## src/rtl/exotiny_console_tx.sv

```systemverilog
// ExoTiny console sink: Wishbone byte writes at 0xC are queued and sent as 8N1 UART.
// The last four bytes written are matched against "DONE"/"ERR" to drive sticky status pins.
module exotiny_console_tx #(
    parameter int CLKDIV    = 217,
    parameter int FIFODEPTH = 4
) (
    input  logic        clk_i,
    input  logic        rst_in,
    input  logic        wb_stb_i,
    input  logic        wb_we_i,
    input  logic [4:0]  wb_adr_i,
    input  logic [31:0] wb_dat_i,
    output logic [31:0] wb_dat_o,
    output logic        wb_ack_o,
    output logic        txd_o,
    output logic        done_o,
    output logic        err_o
);

    localparam int AW = $clog2(FIFODEPTH);
    localparam logic [AW:0] PTR_ONE = 1;
    localparam logic [15:0] CNT_END = 16'(CLKDIV - 1);

    typedef enum logic [1:0] {
        S_IDLE,
        S_START,
        S_DATA,
        S_STOP
    } state_t;

    logic [7:0]  r_mem [FIFODEPTH];
    logic [AW:0] r_wptr, r_rptr;
    logic        r_ack;
    logic [31:0] r_dat;
    logic [31:0] r_sig;
    logic        r_pushd, r_done, r_err;
    state_t      r_state, w_state_n;
    logic [15:0] r_cnt, w_cnt_n;
    logic [2:0]  r_bit, w_bit_n;
    logic [7:0]  r_shift, w_shift_n;
    logic        r_txd, w_txd_n;

    logic        w_empty, w_full, w_pop, w_push, w_stall, w_acc;
    logic        w_sel, w_tx, w_st, w_clr, w_busy, w_end;
    logic        w_set_d, w_set_e;
    logic [31:0] w_rdata;
    logic [7:0]  w_head;

    assign w_empty = (r_wptr == r_rptr);
    assign w_full  = (r_wptr[AW] != r_rptr[AW]) &&
                     (r_wptr[AW-1:0] == r_rptr[AW-1:0]);
    assign w_head  = r_mem[r_rptr[AW-1:0]];
    assign w_busy  = (r_state != S_IDLE) | ~w_empty;

    assign w_sel   = wb_stb_i & ~r_ack;
    assign w_tx    = (wb_adr_i == 5'h0C);
    assign w_st    = (wb_adr_i == 5'h10);
    // A full FIFO only stalls the bus if the transmitter is not draining this cycle.
    assign w_stall = w_sel & wb_we_i & w_tx & w_full & ~w_pop;
    assign w_acc   = w_sel & ~w_stall;
    assign w_push  = w_acc & wb_we_i & w_tx;
    assign w_clr   = w_acc & wb_we_i & w_st & wb_dat_i[0];
    assign w_rdata = (w_st && !wb_we_i) ?
                     {28'b0, r_err, r_done, w_full, w_busy} : 32'b0;

    assign w_set_d = r_pushd & (r_sig == 32'h444F_4E45);
    assign w_set_e = r_pushd & (r_sig[23:0] == 24'h45_5252);

    assign wb_ack_o = r_ack;
    assign wb_dat_o = r_dat;
    assign txd_o    = r_txd;
    assign done_o   = r_done;
    assign err_o    = r_err;

    always_ff @(posedge clk_i) begin
        if (w_push) r_mem[r_wptr[AW-1:0]] <= wb_dat_i[7:0];
    end

    always_ff @(posedge clk_i or negedge rst_in) begin
        if (!rst_in) begin
            r_wptr  <= '0;
            r_rptr  <= '0;
            r_ack   <= 1'b0;
            r_dat   <= '0;
            r_sig   <= '0;
            r_pushd <= 1'b0;
            r_done  <= 1'b0;
            r_err   <= 1'b0;
        end else begin
            if (w_push) r_wptr <= r_wptr + PTR_ONE;
            if (w_pop)  r_rptr <= r_rptr + PTR_ONE;
            r_ack   <= w_acc;
            r_dat   <= w_acc ? w_rdata : 32'b0;
            r_pushd <= w_push;
            if (w_push) r_sig <= {r_sig[23:0], wb_dat_i[7:0]};
            r_done  <= w_set_d | (r_done & ~w_clr);
            r_err   <= w_set_e | (r_err & ~w_clr);
        end
    end

    always_ff @(posedge clk_i or negedge rst_in) begin
        if (!rst_in) begin
            r_state <= S_IDLE;
            r_cnt   <= '0;
            r_bit   <= '0;
            r_shift <= '0;
            r_txd   <= 1'b1;
        end else begin
            r_state <= w_state_n;
            r_cnt   <= w_cnt_n;
            r_bit   <= w_bit_n;
            r_shift <= w_shift_n;
            r_txd   <= w_txd_n;
        end
    end

    assign w_end = (r_cnt == CNT_END);

    always_comb begin
        w_state_n = r_state;
        w_cnt_n   = r_cnt + 16'd1;
        w_bit_n   = r_bit;
        w_shift_n = r_shift;
        w_txd_n   = r_txd;
        w_pop     = 1'b0;
        unique case (r_state)
            S_IDLE: begin
                w_cnt_n = '0;
                w_txd_n = 1'b1;
                if (!w_empty) begin
                    w_pop     = 1'b1;
                    w_shift_n = w_head;
                    w_state_n = S_START;
                    w_txd_n   = 1'b0;
                end
            end
            S_START: begin
                if (w_end) begin
                    w_state_n = S_DATA;
                    w_cnt_n   = '0;
                    w_bit_n   = '0;
                    w_txd_n   = r_shift[0];
                end
            end
            S_DATA: begin
                if (w_end) begin
                    w_cnt_n = '0;
                    if (r_bit == 3'd7) begin
                        w_state_n = S_STOP;
                        w_txd_n   = 1'b1;
                    end else begin
                        w_bit_n = r_bit + 3'd1;
                        w_txd_n = r_shift[r_bit + 3'd1];
                    end
                end
            end
            S_STOP: begin
                if (w_end) begin
                    w_cnt_n = '0;
                    // Chain straight into the next frame so queued bytes leave no gap.
                    if (!w_empty) begin
                        w_pop     = 1'b1;
                        w_shift_n = w_head;
                        w_state_n = S_START;
                        w_txd_n   = 1'b0;
                    end else begin
                        w_state_n = S_IDLE;
                    end
                end
            end
            default: w_state_n = S_IDLE;
        endcase
    end

endmodule
```

## config.mk

```make
export PLATFORM = sky130hd
export DESIGN_NAME = exotiny_console_tx
export DESIGN_NICKNAME = d
export VERILOG_FILES = /design/src/rtl/exotiny_console_tx.sv
export SDC_FILE = /design/constraint.sdc
export NUM_CORES = 1
export LEC_CHECK = 0
export ABC_AREA = 1
export CORE_MARGIN = 2
export CORE_UTILIZATION = 58
export CTS_CLUSTER_SIZE = 8
export DETAILED_ROUTE_END_ITERATION = 16
export GPL_TIMING_DRIVEN = 1
export HOLD_SLACK_MARGIN = 0.02
export PLACE_DENSITY_LB_ADDON = 0.12
export REMOVE_ABC_BUFFERS = 1
export SLEW_MARGIN = 20
export SYNTH_ARGS = -nofsm -noshare
export SYNTH_HDL_FRONTEND = slang
export SYNTH_SLANG_ARGS = --single-unit
```

## constraint.sdc

```tcl
create_clock -name clk_i -period 3.15 [get_ports clk_i]
set_input_delay 0.63 -clock clk_i [delete_from_list [all_inputs] [get_ports clk_i]]
set_output_delay 0.63 -clock clk_i [all_outputs]
set_load 0.05 [all_outputs]
```

# --- Word level (Yosys, flattened, before mapping) ---
# Memories as Yosys holds them, arrays and structs flattened.
# Index checks and enable logic that the tools add are counted.
word_totals:
  ff_bits: 76
  ram_bits: 32
  input_bits: 41
  word_cells: 104
  mem_count: 1
op_classes:
  add_sub_neg: 4
  magnitude_cmp: 1
  eq_ne: 19
  muxes: 32
  bitwise: 22
  reduce_logical: 12
memory_table:
  columns: ["memory", "depth", "width", "rd", "rd_clocked_by_memory_dff", "write_ports", "line", "source"]
  rows:
  - ["r_mem", 4, 8, 1, 0, 1, "31", "logic [7:0] r_mem [FIFODEPTH];"]
op_table:
  columns: ["cell", "count"]
  rows:
  - ["== test 32 x 31 -> 1 bit, second input constant", 1]
  - ["one-hot mux 16 bit (2 select lines)", 1]
  - ["== test 24 x 23 -> 1 bit, second input constant", 1]
  - ["adder 16 x 1 -> 16 bit, second input constant", 1]
  - ["== test 16 x 8 -> 1 bit, second input constant", 1]
  - ["2-to-1 mux 16 bit", 1]
  - ["2-to-1 mux 8 bit", 2]
  - ["one-hot mux 8 bit (2 select lines)", 1]
  - ["AND 1 bit", 14]
  - ["!= test 2 bit, second input constant", 7]
  - ["2-to-1 mux 1 bit", 12]
  - ["2-to-1 mux 2 bit", 5]
  - ["adder 3 x 1 -> 3 bit, second input constant", 3]
  - ["2-to-1 mux 3 bit", 3]
  - ["2-to-1 mux 4 bit", 2]
  - ["one-hot mux 2 bit (4 select lines)", 1]
  - ["AND reduction 4 bit", 2]
  - ["one-hot mux 3 bit (2 select lines)", 1]
  - ["nonzero test 2 bit", 3]
  - ["== test 5 x 4 -> 1 bit, second input constant", 1]
  - ["== test 5 bit, second input constant", 1]
  - ["NOT 1 bit", 5]
  - ["AND reduction 5 bit", 1]
  - ["== test 2 bit, second input constant", 2]
  - ["other kinds (15)", 18]

# --- Longest topological paths before layout ---
# Gate-level depths: netlist of run 1.
depth:
  ltp_word: 14
  mapped_depth: 15
  mapped_depth_nobuf: 14

# --- Worst setup path after synthesis of run 1 ---
# Ideal clock, no wire load.
synth_path:
  path_kind: "register to register"
  start: "reg r_cnt[0]"
  end: "mem r_mem[0][0], enable pin"
  arrival_ns: 1.760
  t_required_ns: 2.779
  slack_ns: 1.019
  path_stages_with_launch: 14
  path_buffers: 1
  period_less_slack_ns: 2.131
  cell_sequence: "dfrtp_1 inv_1 ha_1 nand2_1 inv_1 nand2_1 nor2_2 nand3_1 nand2_2 nand2_4 nand2_4 nand3_4 buf_2 nor2_1"
synth_between:
  elab_chain_len: 11
synth_rtl:
  columns: ["element", "line", "source"]
  rows:
  - ["start, declared", "38", "logic [15:0] r_cnt, w_cnt_n;"]
  - ["start signal, assigned", "110", "r_cnt <= w_cnt_n;"]
  - ["== test 16 x 8 -> 1 bit", "117", "assign w_end = (r_cnt == CNT_END);"]
  - ["2-to-1 mux 1 bit", "158", "if (w_end) begin"]
  - ["one-hot mux 1 bit (2 select lines)", "126", "unique case (r_state)"]
  - ["NOT 1 bit", "59", "assign w_stall = w_sel & wb_we_i & w_tx & w_full & ~w_pop;"]
  - ["AND 1 bit", "59", null]
  - ["NOT 1 bit", "60", "assign w_acc = w_sel & ~w_stall;"]
  - ["AND 1 bit", "60", null]
  - ["AND 1 bit (2 in a row)", "61", "assign w_push = w_acc & wb_we_i & w_tx;"]
  - ["2-to-1 mux 1 bit", "76", "if (w_push) r_mem[r_wptr[AW-1:0]] <= wb_dat_i[7:0];"]
  - ["2-to-1 mux 1 bit (implied by the code)", "76", null]
  - ["end, declared", "31", null]
# No other way between the ends.

# --- Worst setup path after layout of run 1 ---
layout_path:
  start: "reg r_rptr[0]"
  end: "reg r_sig[1]"
layout_between:
  elab_chain_len: 10
  word_cells_on_any_way: 13
  cone_classes: "2 x eq/ne; 3 x mux; 7 x bitwise; 1 x reduce/logical"
layout_rtl:
  columns: ["element", "line", "source"]
  rows:
  - ["start, declared", "32", "logic [AW:0] r_wptr, r_rptr;"]
  - ["start signal, assigned", "91", "if (w_pop) r_rptr <= r_rptr + PTR_ONE;"]
  - ["== test 3 bit", "49", "assign w_empty = (r_wptr == r_rptr);"]
  - ["2-to-1 mux 1 bit", "130, 161", null]
  - ["2-to-1 mux 1 bit", "158", null]
  - ["one-hot mux 1 bit (2 select lines)", "126", null]
  - ["NOT 1 bit", "59", null]
  - ["AND 1 bit (*)", "59", null]
  - ["NOT 1 bit (*)", "60", null]
  - ["AND 1 bit (*)", "60", null]
  - ["AND 1 bit (*) (2 in a row)", "61", null]
  - ["end signal, assigned", "95", "if (w_push) r_sig <= {r_sig[23:0], wb_dat_i[7:0]};"]
  - ["end, declared", "35", "logic [31:0] r_sig;"]
# Every way passes the cells marked *; elsewhere a longest branch is shown, timed or not.
# A chain may end at the register's enable or synchronous reset.

==> results of run 1 <==
-- layout by cell type, fill, tap and decap left out, types with 5 or more instances in the layout --
master	Yosys	layout
nand2_2	5	5
xor2_1	6	6
edfxtp_1	32	32
nand4_1	11	11
ha_1	14	14
o21ai_0	32	32
nor4_1	6	6
conb_1	1	28
nor3_1	7	7
o21ai_1	20	20
o21ai_2	10	10
o22ai_1	10	10
mux2_2	6	6
nand3_1	10	10
clkbuf_8	0	10
nand2_1	93	93
nor2_1	59	59
a21oi_1	16	16
inv_1	68	68
clkdlybuf4s50_1	0	23
dfrtp_1	75	75
buf_4	30	6
-- worst max-delay path, cell delays in order (launching register included) --
cell and delay (ns):
dfrtp_1 0.76, xnor2_2 0.16, nand3_2 0.13, nand2_1 0.07, inv_2 0.09, nand2_4 0.08
nand2_4 0.08, nand3_4 0.20, inv_2 0.54, nand2_1 0.12, o21ai_1 0.10
-- flip-flops by register name, summed over array words and instances, names as in the netlist --
name	flops
done_o	1
err_o	1
r_bit	3
r_cnt	16
r_mem	32
r_pushd	1
r_rptr	3
r_shift	8
r_sig	32
r_state	2
r_wptr	3
txd_o	1
wb_ack_o	1
wb_dat_o	4
-- routing by layer --
metal	part of all wire, %	wire, um	GRT usage (%)	up-vias
li1	-	-	-	1759
met3	4.1	369	5.08	11
met1	43	3870	24.7	1644
met4	1.2	110	6.62	0
met2	51	4570	35.5	64
met5	0	0	0	-
-- cell type report --
cell class                 instances  area, um^2  area share [%]
sequential                       108        2860            51.6
multi-input combinational        347        1820            32.7
timing repair buffer              29         275            4.96
inverter                          72         273            4.91
clock buffer                      11         141            2.55
tap                              108         135            2.43
clock inverter                     5        46.3           0.834
-- logic make-up after synthesis --
kind of cell / count (synthesis) / share of synthesized area, %
DFF: 108 / 55.7
buffers and inverters: 111 / 10.9
AOI/OAI and AO/OA: 92 / 10.1
and+or+nand+nor: 199 / 16.9
xor gates and xnor gates: 8 / 1.51
other: 1 / 0.0730
muxes: 6 / 1.31
adders and majority gates: 14 / 3.41
-- worst max path at each step --
stage	startpoint	depth (start not counted)	slack (ns)	endpoint
after floorplan	r_cnt[0]	12	0.91	r_mem[0][0]
after global placement	wb_adr_i[1]	10	0.54	r_sig[16]
after detailed placement	wb_adr_i[1]	10	0.47	r_sig[2]
after CTS	r_rptr[0]	10	0.72	r_sig[2]
after global routing	r_rptr[0]	10	0.47	r_sig[15]
final	r_rptr[0]	10	0.74	r_sig[1]
-- power by group through the flow --
stage / Sequential (uW) / Clock, uW / Combinational, uW
finish: 1550 / 799 / 299
global route: 1560 / 883 / 332
CTS: 1550 / 825 / 302
detailed placement: 1580 / 0 / 301
global placement: 1580 / 0 / 294
floorplan: 1580 / 0 / 204
-- per-stage QoR --
stage               instance area (um^2)  util (%)
global placement                    5360      62.1
floorplan                           4950         -
detailed placement                  5360      62.1
CTS                                 5550      64.3
finish                              5550      64.3
global route                        5550      64.3
==> results.sh, run 1 <==
export IMPL_status="finished clean"
export IMPL_cts_buffer_depth=2
export IMPL_core_mm2=0.00864
export IMPL_whs_ns=0.394
export IMPL_drv_slew=0
export IMPL_worst_pin_slew_ns=0.922
export IMPL_pre_cts_slack_ns=0.473
export IMPL_ys_top_cells_by_area="dfrtp_1 37%, edfxtp_1 19%, nand2_1 6.8%, inv_1 5.0%, buf_4 4.4%"
export IMPL_vias=3478
export IMPL_rsz0062_at_grt="no"
export IMPL_grt_max_degree=77
export IMPL_crit_fanout=30
export IMPL_initialDrtViolationCount=167
export IMPL_clkSlewWorstSetupHoldPaths_ns=0.11
export IMPL_cts_resized=0
export IMPL_leakage_uw=0.00252
export IMPL_clock_fmax_mhz=415
export IMPL_grt_pass1_wl_um=15600
export IMPL_htree_levels=3
export IMPL_finalWorstSetupSlack_ns=0.739
export IMPL_nets=622
export IMPL_synth_common_cells="93 x nand2_1, 75 x dfrtp_1, 68 x inv_1, 59 x nor2_1"
export IMPL_synthFlopType="dfrtp_1"
export IMPL_placementRows=34
export IMPL_overflow=0
export IMPL_setup_violations_final=0
export IMPL_vias_per_cell=5.11
export IMPL_fillerInstances=707
export IMPL_post_cts_buffers=0
export IMPL_rrSetupSlack_ns=0.74
export IMPL_synthesis_area_mm2=0.00514
export IMPL_swShare_pct=27.7
export IMPL_clk_latency_ns=0.37
export IMPL_synthesis_instances=539
export IMPL_syn_area_per_cell_um2=9.53
export IMPL_drtAntennaViolNets=0
export IMPL_initial_core_util_pct=59.5
export IMPL_die_area_mm2=0.00963
export IMPL_synth_largest_area_cell="dfrtp_1"
export IMPL_place_congestion=0.878
export IMPL_yosysTopAreaCellShare_pct=36.5
export IMPL_power_frac_comb_pct=11.3
export IMPL_dr_pass1_iters=4
export IMPL_min_period_over_period_pct=76.5
export IMPL_final_cells=680
export IMPL_drive_above_1_share_pct=9.44
export IMPL_r2r_cells=10
export IMPL_async_flop_share_pct=70.4
export IMPL_io_pin_count=77
export IMPL_critPathArrivalTime_ns=2.71
export IMPL_drt_wl_total_um=8910
export IMPL_total_power_uw=2650
export IMPL_area_growth_pct=8.03
export IMPL_cts_sinks=108
export IMPL_cts_buffers=9
export IMPL_hold_path_class="input port to asynchronous set/reset pin"
export IMPL_path_class="register to register"
export IMPL_seq_power_share_pct=58.5
export IMPL_r2r_start="r_rptr[0]"
export IMPL_endpoint_kind="register"
export IMPL_drc_errors=0
export IMPL_ys_warn_count=0
export IMPL_pwr_share_clk_pct=30.2
export IMPL_placedCellCount=664
export IMPL_synth_edf_count=32
export IMPL_peakVddDrop_v=0.000323
export IMPL_grt_pass1_vias=3419
export IMPL_grt_usage_pct=20.3
export IMPL_net_switching_power_uw=732
export IMPL_finalHoldViolCount=0
export IMPL_start_kind="register"
export IMPL_p_per_area_mw_per_mm2=477
export IMPL_cts_hold_buf=0
export IMPL_io_buffers=24
export IMPL_cts_tree="built"
export IMPL_fp_dieW_um=98.1
export IMPL_cp_required_ns=3.45
export IMPL_worst_clock_skew_ns=0.0178
export IMPL_synth_most_common_cell="nand2_1"
export IMPL_antenna_cells=0
export IMPL_wire_per_inst_um=13.1
export IMPL_fin_setup_tns_ns=0
export IMPL_period_minus_slack_ns=2.41
export IMPL_root_buffer="clkbuf_8"
export IMPL_p_int_uw=1910
export IMPL_die_height_um=98.1
export IMPL_yosysSeqAreaShare_pct=55.7
export IMPL_hpwl_um=6370
export IMPL_r2r_end="r_sig[1]"
export IMPL_antenna_found_initial=0
export IMPL_relSlewSlack_pct=38.5
export IMPL_cap_violations=0
export IMPL_ys_types=38
export IMPL_synth_seq_cells=108
Note: power is estimated with default switching activity, not from simulation.
==> inputs of run 2 (changes only) <==
CORE_UTILIZATION = 49   (was 58)
clock period = 2 ns   (was 3.15 ns; I/O delays follow)
==> results.sh, run 2 (synthesis gave the netlist of run 1 again) <==
export IMPL_initialDrtViolationCount=190
export IMPL_leakage_uw=0.00267
export IMPL_dr_pass1_iters=4
export IMPL_path_class="register to register"
export IMPL_grt_max_degree=44
export IMPL_min_period_over_period_pct=97.7
export IMPL_overflow=0
export IMPL_nets=649
export IMPL_start_kind="register"
export IMPL_drive_above_1_share_pct=15.7
export IMPL_crit_chain="inv_1, ha_1, inv_1, nand2_1, inv_2, nand2_4, nand2_4, nand3_4, nor2_4, buf_6"
export IMPL_worst_clock_skew_ns=0.0185
export IMPL_core_mm2=0.0102
export IMPL_endpoint_kind="register"
export IMPL_path_buf_inv=4
export IMPL_antenna_cells=0
export IMPL_vias_per_cell=4.89
export IMPL_vias=3595
export IMPL_cts_tree="built"
export IMPL_drtAntennaViolNets=0
export IMPL_finalHoldViolCount=0
export IMPL_drc_errors=0
export IMPL_crit_fanout=8
export IMPL_final_cell_mix="90 x nand2_1, 75 x dfrtp_1, 66 x inv_1"
export IMPL_worst_pin_slew_ns=0.498
export IMPL_initial_core_util_pct=50.2
export IMPL_status="finished clean"
export IMPL_max_stage_delay_ns=0.43
export IMPL_busiest_layer="met2"
export IMPL_rsz0062_at_grt="yes"
export IMPL_placedCellCount=712
export IMPL_clock_fmax_mhz=512
export IMPL_root_buffer="clkbuf_8"
export IMPL_p_per_area_mw_per_mm2=721
export IMPL_io_buffers=24
export IMPL_cts_sinks=108
export IMPL_total_power_uw=4250
export IMPL_final_common_cell="nand2_1"
export IMPL_clkSlewWorstSetupHoldPaths_ns=0.11
export IMPL_place_area_mm2=0.00558
export IMPL_io_pin_count=77
export IMPL_hpwl_um=6880
export IMPL_cts_buffer_depth=2
export IMPL_cp_required_ns=2.09
export IMPL_cts_buffers=9
export IMPL_relSlewSlack_pct=66.7
export IMPL_peakVddDrop_v=0.000483
export IMPL_die_height_um=106
export IMPL_hold_path_class="register to register"
export IMPL_final_core_util_pct=57.6
export IMPL_use_met3_pct=4.72
export IMPL_placementRows=37
export IMPL_antenna_found_initial=0
export IMPL_die_area_mm2=0.0113
export IMPL_critPathArrivalTime_ns=2.05
export IMPL_clk_latency_ns=0.38
export IMPL_drt_wl_total_um=9590
export IMPL_design_area_mm2=0.00590
export IMPL_fp_dieW_um=106
export IMPL_period_minus_slack_ns=1.95
export IMPL_use_met1_pct=22.0
export IMPL_wire_per_inst_um=13.0
export IMPL_drv_slew=0
export IMPL_area_growth_pct=14.7
export IMPL_slowest_stage="dfrtp_1"
export IMPL_place_congestion=0.787
export IMPL_final_cells=735
export IMPL_grt_pass1_vias=3491
export IMPL_grt_usage_pct=18.1
export IMPL_cp_top_family="simple AND/OR/NAND/NOR gates"
export IMPL_htree_levels=3
export IMPL_met2_usage_pct=31.8
export IMPL_grt_pass1_wl_um=16200
export IMPL_setup_violations_final=0
export IMPL_cap_violations=0
[run 2: cell types whose count changed in the layout (fill, tap and decap cells not counted), sizes merged]
cell	previous run	this run
clkinvlp	0	1
inv	74	77
dlygate4sd2	0	2
clkbuf	11	9
clkdlybuf4s50	23	20
dlygate4sd3	0	1
buf	6	33
clkinv	3	1
[run 2: area by class of cell]
class | instances | area, um^2
fill | 946 | 4340
sequential | 108 | 2860
multi-input combinational | 347 | 1870
timing repair buffer | 56 | 528
inverter | 72 | 273
tap | 136 | 170
clock buffer | 9 | 124
clock inverter | 7 | 70.1
[run 2: worst paths after layout]
path	from	to	slack [ns]	cells past startpoint
min	txd_o	txd_o	0.48	2
max reg2reg	r_state[1]	r_mem[1][0]	0.05	10
min reg2reg	txd_o	txd_o	0.48	2
max	r_state[1]	r_mem[1][0]	0.05	10
min in group asynchronous	rst_in	r_shift[7]	0.50	2
max in group asynchronous	rst_in	r_sig[7]	0.92	3
[run 2: power by group]
group | switching [uW] | leakage, uW | internal [uW]
registers | 68.2 | 0.00123 | 2370
logic | 350 | 0.00134 | 151
clock network | 815 | 0.0000977 | 495
[run 2: through the flow]
stage / setup TNS (ns) / setup WS [ns] / hold slack, ns
5_1_grt: -3.15 / -0.0989 / 0.499
3_5_place_dp: -2.07 / -0.0867 / 0.382
6_report: 0 / 0.0454 / 0.475
2_1_floorplan: -9.28 / -0.241 / 0.104
4_1_cts: 0 / 0.0159 / 0.477
3_3_place_gp: -0.345 / -0.0165 / 0.377
[run 2: metal layers]
metal / routed length [um] / part of all wire, %
met2: 4980 / 52
met3: 304 / 3.2
met4: 119 / 1.2
met5: 0 / 0
met1: 4190 / 44
[run 2: worst min-delay path, stage by stage, from the launching register on]
cell     delay (ns)
dfstp_2        0.38
nand2_1        0.05
nand2_1        0.05
[run 2: repair_timing]
| item | CTS | global route |
|---|---|---|
| setup endpoints to repair | 2 | 70 |
| buffers inserted | 0 | 6 |
| resized for setup | 2 | 20 |
| pin swaps | 0 | 7 |
| hold endpoints to repair | 32 | 0 |
| hold buffers | 1 | 0 |
